**src/rtl/mux_key.sv**
```systemverilog
// mux_key: keyed lookup table with combinational and registered results.
//
// Ports
//   clk          clock; out_q/hit_q update on its rising edge
//   rst          synchronous active-high reset for out_q/hit_q only
//   key          selector compared against every table key
//   lut          packed table; entry i = lut[(i+1)*PAIR_LEN-1 -: PAIR_LEN],
//                key in the upper KEY_LEN bits, data in the lower DATA_LEN bits
//   default_out  miss value, used only when HAS_DEFAULT != 0
//   out, hit     combinational lookup result / any-entry-matched flag
//   out_q, hit_q out/hit registered on clk

// Per-entry comparator: splits one {key,data} pair and flags a key match.
module mux_key_entry #(
  parameter int KEY_LEN  = 1,
  parameter int DATA_LEN = 1
) (
  input  logic [KEY_LEN+DATA_LEN-1:0] i_pair,
  input  logic [KEY_LEN-1:0]          i_key,
  output logic                        o_match,
  output logic [DATA_LEN-1:0]         o_data
);
  assign o_match = (i_pair[KEY_LEN+DATA_LEN-1 -: KEY_LEN] == i_key);
  assign o_data  = i_pair[DATA_LEN-1:0];
endmodule

module mux_key #(
  parameter int NR_KEY      = 2,
  parameter int KEY_LEN     = 1,
  parameter int DATA_LEN    = 1,
  parameter int HAS_DEFAULT = 0,
  localparam int PAIR_LEN   = KEY_LEN + DATA_LEN
) (
  input  logic                       clk,
  input  logic                       rst,
  input  logic [KEY_LEN-1:0]         key,
  input  logic [NR_KEY*PAIR_LEN-1:0] lut,
  input  logic [DATA_LEN-1:0]        default_out,
  output logic [DATA_LEN-1:0]        out,
  output logic                       hit,
  output logic [DATA_LEN-1:0]        out_q,
  output logic                       hit_q
);
  logic [NR_KEY-1:0]               w_match;
  logic [NR_KEY-1:0][DATA_LEN-1:0] w_data;
  logic [DATA_LEN-1:0]             w_out;
  logic                            w_hit;
  logic [DATA_LEN-1:0]             r_out_q;
  logic                            r_hit_q;

  for (genvar g = 0; g < NR_KEY; g++) begin : g_ent
    mux_key_entry #(.KEY_LEN(KEY_LEN), .DATA_LEN(DATA_LEN)) u_ent (
      .i_pair  (lut[(g+1)*PAIR_LEN-1 -: PAIR_LEN]),
      .i_key   (key),
      .o_match (w_match[g]),
      .o_data  (w_data[g])
    );
  end

  // Scan from the highest index down so the lowest-index match is written
  // last and therefore wins when the table holds duplicate keys.
  always_comb begin
    w_out = (HAS_DEFAULT != 0) ? default_out : '0;
    w_hit = 1'b0;
    for (int i = NR_KEY-1; i >= 0; i--) begin
      if (w_match[i]) begin
        w_out = w_data[i];
        w_hit = 1'b1;
      end
    end
  end

  always_ff @(posedge clk) begin
    if (rst) begin
      r_out_q <= '0;
      r_hit_q <= 1'b0;
    end else begin
      r_out_q <= w_out;
      r_hit_q <= w_hit;
    end
  end

  assign out   = w_out;
  assign hit   = w_hit;
  assign out_q = r_out_q;
  assign hit_q = r_hit_q;
endmodule

```
**config.mk**
```make
export PLATFORM = sky130hd
export DESIGN_NAME = mux_key
export DESIGN_NICKNAME = d
export VERILOG_FILES = /design/src/rtl/mux_key.sv
export SDC_FILE = /design/constraint.sdc
export NUM_CORES = 1
export LEC_CHECK = 0
export CAP_MARGIN = 20
export CORE_AREA = 2 2 39 41
export CTS_CLUSTER_SIZE = 40
export DETAILED_ROUTE_END_ITERATION = 7
export DIE_AREA = 0 0 41 43
export GPL_ROUTABILITY_DRIVEN = 0
export PLACE_DENSITY = 0.33
export SETUP_SLACK_MARGIN = 0.5
export SLEW_MARGIN = 15
export SYNTH_ARGS = -nofsm -noshare
export SYNTH_HDL_FRONTEND = slang
export SYNTH_SLANG_ARGS = --single-unit
```
**constraint.sdc**
```tcl
create_clock -name clk -period 0.9 [get_ports clk]
set_input_delay 0.18 -clock clk [delete_from_list [all_inputs] [get_ports clk]]
set_output_delay 0.18 -clock clk [all_outputs]
set_load 0.01 [all_outputs]
```
==> flow_metrics.tcl, run 1 <==
set metrics [dict create \
    min_period_ps 1126 \
    ioPinCount 12 \
    cp_max_fo 2 \
    worst_slack_ps -226.0 \
    wirelength_um 410 \
    area_growth_pct 211.2 \
    cts-hold-fix-buffers 0 \
    path_clk_slew_ps 30 \
    viasPerCell 3.478 \
    grt_pass1_wl_um 621 \
    vdd.ir_drop.worst_mv 0.4204 \
    share_comb_of_total_power_pct 31.8 \
    avgRoutedWirePerCell_um 8.913 \
    p_sw_uw 94.31 \
    post-route-cell-area_um2 346.6 \
    min_period_over_period_pct 125.1 \
    portBuffers 10 \
    grt_pass1_vias 164 \
    drt_pass1_iterations 1 \
    power_frac_clock_pct 44.9 \
    drt-initial-drc-count 0 \
    cts-root-buf "clkbuf_4" \
    ant_nets 0 \
    placed_area_um2 271.5 \
    drv_cap 0 \
    crit_type "primary input to primary output" \
    final_util_pct 25.05 \
    p_per_area_nw_per_um2 1235 \
    num_vias 160 \
    startpoint "key" \
    die_h_um 43 \
    cts_tree "yes" \
    p_sw_share_pct 22.03 \
    power.internal_uw 333.8 \
    setup_viol 2 \
    drc 0 \
    syn-num-nets 19 \
    grtUsageTotal_pct 6.006 \
    yosysTopAreaCellShare_pct 35.96 \
    hold_class "primary input to flip-flop" \
    dieArea_um2 1763 \
    htreeDepth 1 \
    synthesis.area_um2 111.4 \
    seqPwrFrac_pct 23.4 \
    hold_violations 0 \
    tightest_slew_ps 141.0 \
    rows 14 \
    numCtsBuffers 3 \
    ys_seq_area_share_pct 35.96 \
    diodes 0 \
    synth_area_leaders "dfxtp_1 36%, nand2b_4 12%, mux2_2 10%" \
    synthCells 11 \
    cts_num_sinks 2 \
    slew_violations 0 \
    fillers 154 \
    maxSlewHeadroom_pct 90.57 \
    whs_ps 322.4 \
    synth.avg_cell_area_um2 10.12 \
    status "finished, violations left" \
    yosysUniqueCellTypes 9 \
    grt_max_degree 4 \
    ys.flop_type "dfxtp_1" \
    initial_core_util_pct 8.047 \
    grt-ovfl-total 0 \
    startpoint_type "primary input" \
    fmax_ghz 0.8881 \
    async_flop_share_pct 0 \
    end_kind "primary output" \
    synth_top_area_cell "dfxtp_1" \
    synth_commonest_cells "2 x dfxtp_1, 2 x nand3_1" \
    failed_checks "negative setup slack" \
    clk_path_buf_depth 2 \
    yosys_warnings 0 \
    critPathRequiredTime_ps 720 \
    hp-start "lut[3]" \
    antenna_found_initial 0 \
    drive_gt1_share_pct 83.33 \
    crit_arrival_ps 950 \
    synth_edf_count 0 \
    final_nets 40 \
    p_leak_nw 0.1687 \
    die_w_um 41 \
    synth-seq-cells 2 \
    rsz0062_at_grt "true" \
    core_area_um2 1384 \
]
## power by group through the flow
stage	clock network (mW)	logic [mW]	registers, mW
after floorplan	0	0.0295	0.103
after global placement	0	0.108	0.100
after detailed placement	0	0.108	0.0998
after CTS	0.208	0.121	0.100
after global routing	0.211	0.145	0.100
final	0.192	0.136	0.100
## timing repair
item / 4_1_cts / 5_1_grt
endpoints found under the setup margin: 6 / 6
buffers inserted: 1 / 1
pin swaps: 2 / 1
resized for setup: 38 / 7
## routing by layer
| metal | share of wire [%] | track usage (%) | up-vias |
|---|---|---|---|
| li1 | - | - | 79 |
| met1 | 37 | 5.096 | 70 |
| met2 | 46 | 7.813 | 11 |
| met3 | 17 | 5.236 | 0 |
| met4 | 0 | 6.000 | 0 |
| met5 | 0 | 0 | - |
## worst max-delay path, stage by stage
cell	delay [ps]
buf_6	90
nand2b_4	130
or3b_4	380
nand3_2	70
buf_6	100
## sequential cells by signal (all words and copies together), names as in the netlist
register	cells
hit_q	1
out_q	1
## through the flow
| step | setup TNS, ps | instances | total power [mW] | worst slack, ps |
|---|---|---|---|---|
| 2_1_floorplan | -35.14 | 11 | 0.1329 | -35.14 |
| 3_3_place_gp | -3147 | 41 | 0.2083 | -1034 |
| 3_5_place_dp | -3138 | 41 | 0.2079 | -1022 |
| 4_1_cts | -449.1 | 45 | 0.4292 | -251.6 |
| 5_1_grt | -479.3 | 46 | 0.4564 | -239.3 |
| 6_report | -435.2 | 46 | 0.4281 | -226.0 |
## cells by family (layout without fill, tap and decap cells)
kind of cell	Yosys count	in the layout	synth area share [%]
flops	2	2	35.96
buf+inv	0	19	0
mux	1	1	10.11
compound gates	1	1	5.622
simple gates	7	7	48.32
## layout make-up
type | instances | area [µm²] | share of cell area, %
timing repair buffer | 16 | 151.4 | 43.68
multi-input combinational | 9 | 110.1 | 31.77
sequential | 2 | 42.54 | 12.27
clock buffer | 3 | 22.52 | 6.498
tap | 16 | 20.02 | 5.776
## path summary, 6_finish.rpt
kind	cells past startpoint	to
hold / removal	3	out_q$_SDFF_PP0_
setup / recovery	5	out
## placed cells by master, fill, tap and decap left out, drive strengths merged
cell type      netlist  routed
or3b                 1       1
clkdlybuf4s50        0       1
a31oi                1       1
clkdlybuf4s15        0       1
mux2                 1       1
dfxtp                2       2
nor2b                1       1
nand2b               2       2
nand4b               1       1
buf                  0      13
clkbuf               0       3
dlygate4sd2          0       1
nand3                2       2
Note: power is estimated with default switching activity, not from simulation.
==> run 2, diff against run 1 <==
==> constraint.sdc (replaced) <==
create_clock -name clk -period 0.9 [get_ports clk]
set_input_delay 0.18 -clock clk [delete_from_list [all_inputs] [get_ports clk]]
set_output_delay 0.18 -clock clk [all_outputs]
set_load 0.02 [all_outputs]
==> flow_metrics.tcl, run 2 (synthesis gave the netlist of run 1 again) <==
set metrics [dict create \
    clk_path_buf_depth 2 \
    final_nets 40 \
    die_h_um 43 \
    initial_core_util_pct 8.047 \
    crit_arrival_ps 970 \
    post_cts_buffers 0 \
    tightest_slew_ps 172.5 \
    layout_commonest_cell "buf_6" \
    path_delay_family "simple AND/OR/NAND/NOR gates" \
    seqCellArea_um2 47.55 \
    grt_pass1_vias 192 \
    grt-ovfl-total 0 \
    die_w_um 41 \
    rows 14 \
    end_kind "primary output" \
    cp_max_fo 2 \
    p_leak_nw 0.1543 \
    final_util_pct 24.05 \
    core_area_um2 1384 \
    viasPerCell 3.413 \
    p_per_area_nw_per_um2 1280 \
    power_uw 426.0 \
    min_period_over_period_pct 127.7 \
    slew_violations 0 \
    antenna_found_initial 0 \
    fmax_ghz 0.8704 \
    crit_slowest_cell "or3b_4" \
    rsz0062_at_grt "true" \
    grtUsageTotal_pct 5.806 \
    crit_type "primary input to primary output" \
    cts-hold-fix-buffers 0 \
    setup_viol 3 \
    dieArea_um2 1763 \
    cpMostUsedCell "buf_6" \
    cts_tree "yes" \
    ant_nets 0 \
    placed_area_um2 299.0 \
    drt_pass1_iterations 1 \
    cts_num_sinks 2 \
    fillers 155 \
    final_cell_mix "7 x buf_6, 4 x buf_4, 3 x clkbuf_4" \
    max_stage_delay_ps 390 \
    grt_max_degree 4 \
    area_growth_pct 198.9 \
    path_clk_slew_ps 30 \
    numCtsBuffers 3 \
    grt_pass1_wl_um 641 \
    critPathRequiredTime_ps 720 \
    worstPathCellList "buf_6 > nand2b_4 > or3b_4 > nand3_4 > buf_6" \
    ioPinCount 12 \
    diodes 0 \
    status "finished, violations left" \
    post-route-cell-area_um2 332.8 \
    wirelength_um 347 \
    worst_slack_ps -249.0 \
    hold_class "primary input to flip-flop" \
    startpoint_type "primary input" \
    drt-initial-drc-count 0 \
    drc 0 \
    avgRoutedWirePerCell_um 7.543 \
    drv_cap 0 \
    num_vias 157 \
    portBuffers 10 \
    drive_gt1_share_pct 76.67 \
    hold_violations 0 \
    cts-root-buf "clkbuf_4" \
    failed_checks "negative setup slack" \
    multi_input_area_um2 95.09 \
    min_period_ps 1149 \
    maxSlewHeadroom_pct 88.44 \
    vdd.ir_drop.worst_mv 0.2619 \
    worst-path-buf-inv 2 \
    htreeDepth 1 \
]
==> run 2: cell counts in the layout (fill, tap and decap cells not counted) <==
No cell type changed its count.
==> run 2: cell type report <==
class,count,area share [%]
Multi-Input combinational cell,9,28.57
Sequential cell,2,14.29
Tap cell,16,6.015
Timing Repair Buffer,16,44.36
Clock buffer,3,6.767
==> run 2: report_power, final <==
part	internal, mW	switching, mW
combinational	0.0829	0.0504
sequential	0.0946	0.00264
clock	0.147	0.0486
total	0.324	0.102
==> run 2: what timing repair did <==
item                                    in CTS  in global routing
resized for setup                           43                  1
endpoints found under the setup margin       6                  6
pin swaps                                    3                  1
==> run 2: worst min-delay path, cell delays in order <==
cell and delay, ps:
buf_2 100, or3b_4 140, a31oi_1 60
==> run 2: per-layer routing <==
metal	track usage (%)	vias to the layer above	part of all wire, %
li1	-	80	-
met1	6.369	67	39
met2	6.875	10	47
met3	2.094	0	14
met4	8.000	0	0
met5	0	-	0
==> run 2: worst paths after layout <==
kind,from,end,slack [ps],depth (start not counted)
setup / recovery,key,out,-250,5
hold / removal,lut[3],out_q$_SDFF_PP0_,300,3
==> run 2: through the flow <==
stage	TNS (ps)	setup slack, ps	hold WS (ps)	cells
2_1_floorplan	-58.02	-58.02	239.7	11
3_3_place_gp	-3611	-1109	757.8	43
3_5_place_dp	-3630	-1123	756.2	43
4_1_cts	-501.2	-277.4	293.4	46
5_1_grt	-546.7	-279.9	322.6	46
6_report	-475.3	-249.0	298.0	46
==> run 3, diff against run 2 <==
--- a/config.mk
+++ b/config.mk
@@ -11,6 +11,7 @@
 export DETAILED_ROUTE_END_ITERATION = 7
 export DIE_AREA = 0 0 41 43
 export GPL_ROUTABILITY_DRIVEN = 0
+export MAX_ROUTING_LAYER = met4
 export PLACE_DENSITY = 0.33
 export SETUP_SLACK_MARGIN = 0.5
 export SLEW_MARGIN = 15
==> flow_metrics.tcl, run 3 (synthesis gave the netlist of run 1 again) <==
set metrics [dict create \
    fmax_ghz 0.8703 \
    p_per_area_nw_per_um2 1279 \
    crit_arrival_ps 970 \
    grt_pass1_wl_um 641 \
    numCtsBuffers 3 \
    startpoint_type "primary input" \
    grt_pass1_vias 191 \
    failed_checks "negative setup slack" \
    maxSlewHeadroom_pct 88.44 \
    final_cell_mix "7 x buf_6, 4 x buf_4, 3 x clkbuf_4" \
    hold_class "primary input to flip-flop" \
    dp_slack_ps -1123 \
    cts_num_sinks 2 \
    avgRoutedWirePerCell_um 7.587 \
    portBuffers 10 \
    ioPinCount 12 \
    drc 0 \
    cp_max_fo 2 \
    whs_ps 299.2 \
    grtUsageTotal_pct 5.949 \
    drt-initial-drc-count 0 \
    setup_tns_ps -476.2 \
    post_cts_buffers 0 \
    rows 14 \
    setup_viol 3 \
    critPathRequiredTime_ps 720 \
    ant_nets 0 \
    min_period_over_period_pct 127.7 \
    grt_max_degree 4 \
    critPathCapture "out" \
    min_period_ps 1149 \
    cts_tree "yes" \
    num_vias 157 \
    htreeDepth 1 \
    antenna_found_initial 0 \
    slew_violations 0 \
    end_kind "primary output" \
    p_leak_nw 0.1543 \
    area_growth_pct 198.9 \
    initial_core_util_pct 8.047 \
    layout_commonest_cell "buf_6" \
    final_nets 40 \
    dieArea_um2 1763 \
    grt-ovfl-total 0 \
    wirelength_um 349 \
    startpoint "key" \
    worst_slack_ps -249.0 \
    drv_cap 0 \
    clk_path_buf_depth 2 \
    tightest_slew_ps 172.5 \
    core_area_um2 1384 \
    viasPerCell 3.413 \
    drt_pass1_iterations 1 \
    vdd.ir_drop.worst_mv 0.2616 \
    rsz0062_at_grt "true" \
    drive_gt1_share_pct 76.67 \
    power_uw 425.8 \
    path_clk_slew_ps 30 \
    crit_type "primary input to primary output" \
    cts-root-buf "clkbuf_4" \
    diodes 0 \
    die_w_um 41 \
    die_h_um 43 \
    status "finished, violations left" \
    hold_violations 0 \
]
[run 3: area by class of cell]
type	instances	area, µm²
Timing Repair Buffer	16	147.6
Sequential cell	2	47.55
Fill cell	155	1051
Clock buffer	3	22.52
Tap cell	16	20.02
Multi-Input combinational cell	9	95.09
[run 3: stage by stage]
step / instances / instance area (µm²) / utilization, %
after floorplan: 11 / 133.9 / -
after global placement: 43 / 299.0 / 21.61
after detailed placement: 43 / 299.0 / 21.61
after CTS: 46 / 331.6 / 23.96
after global routing: 46 / 332.8 / 24.05
final: 46 / 332.8 / 24.05
[run 3: worst min-delay path by stage]
stage / endpoint / startpoint / cells past startpoint
finish: out_q$_SDFF_PP0_ / lut[3] / 3
global placement: hit_q$_SDFF_PP0_ / rst / 2
CTS: out_q$_SDFF_PP0_ / lut[3] / 3
floorplan: out_q$_SDFF_PP0_ / rst / 1
detailed placement: hit_q$_SDFF_PP0_ / rst / 2
global route: out_q$_SDFF_PP0_ / lut[3] / 3
[run 3: per-layer routing]
metal	global-route usage (%)	part of all wire [%]	vias to the layer above
li1	-	-	80
met2	6.875	47	10
met5	-	0	-
met3	2.094	14	0
met1	6.369	39	67
met4	8.000	0	0
[run 3: report_power, final]
group	total [mW]	internal (mW)	switching, mW
Sequential	0.0972	0.0946	0.00264
Combinational	0.133	0.0829	0.0505
Clock	0.195	0.147	0.0483
Total	0.426	0.324	0.102
[run 3: critical path, cell delays in order]
cell and delay (ps):
buf_6 90, nand2b_4 130, or3b_4 390, nand3_4 70
buf_6 110
[run 3: repair_timing]
| item | in CTS | in global routing |
|---|---|---|
| pin swaps | 3 | 1 |
| hold endpoints to repair | 0 | 0 |
| hold buffers | 0 | 0 |
| endpoints found under the setup margin | 6 | 6 |
| gates resized for setup | 43 | 1 |
| gates cloned | 0 | 0 |
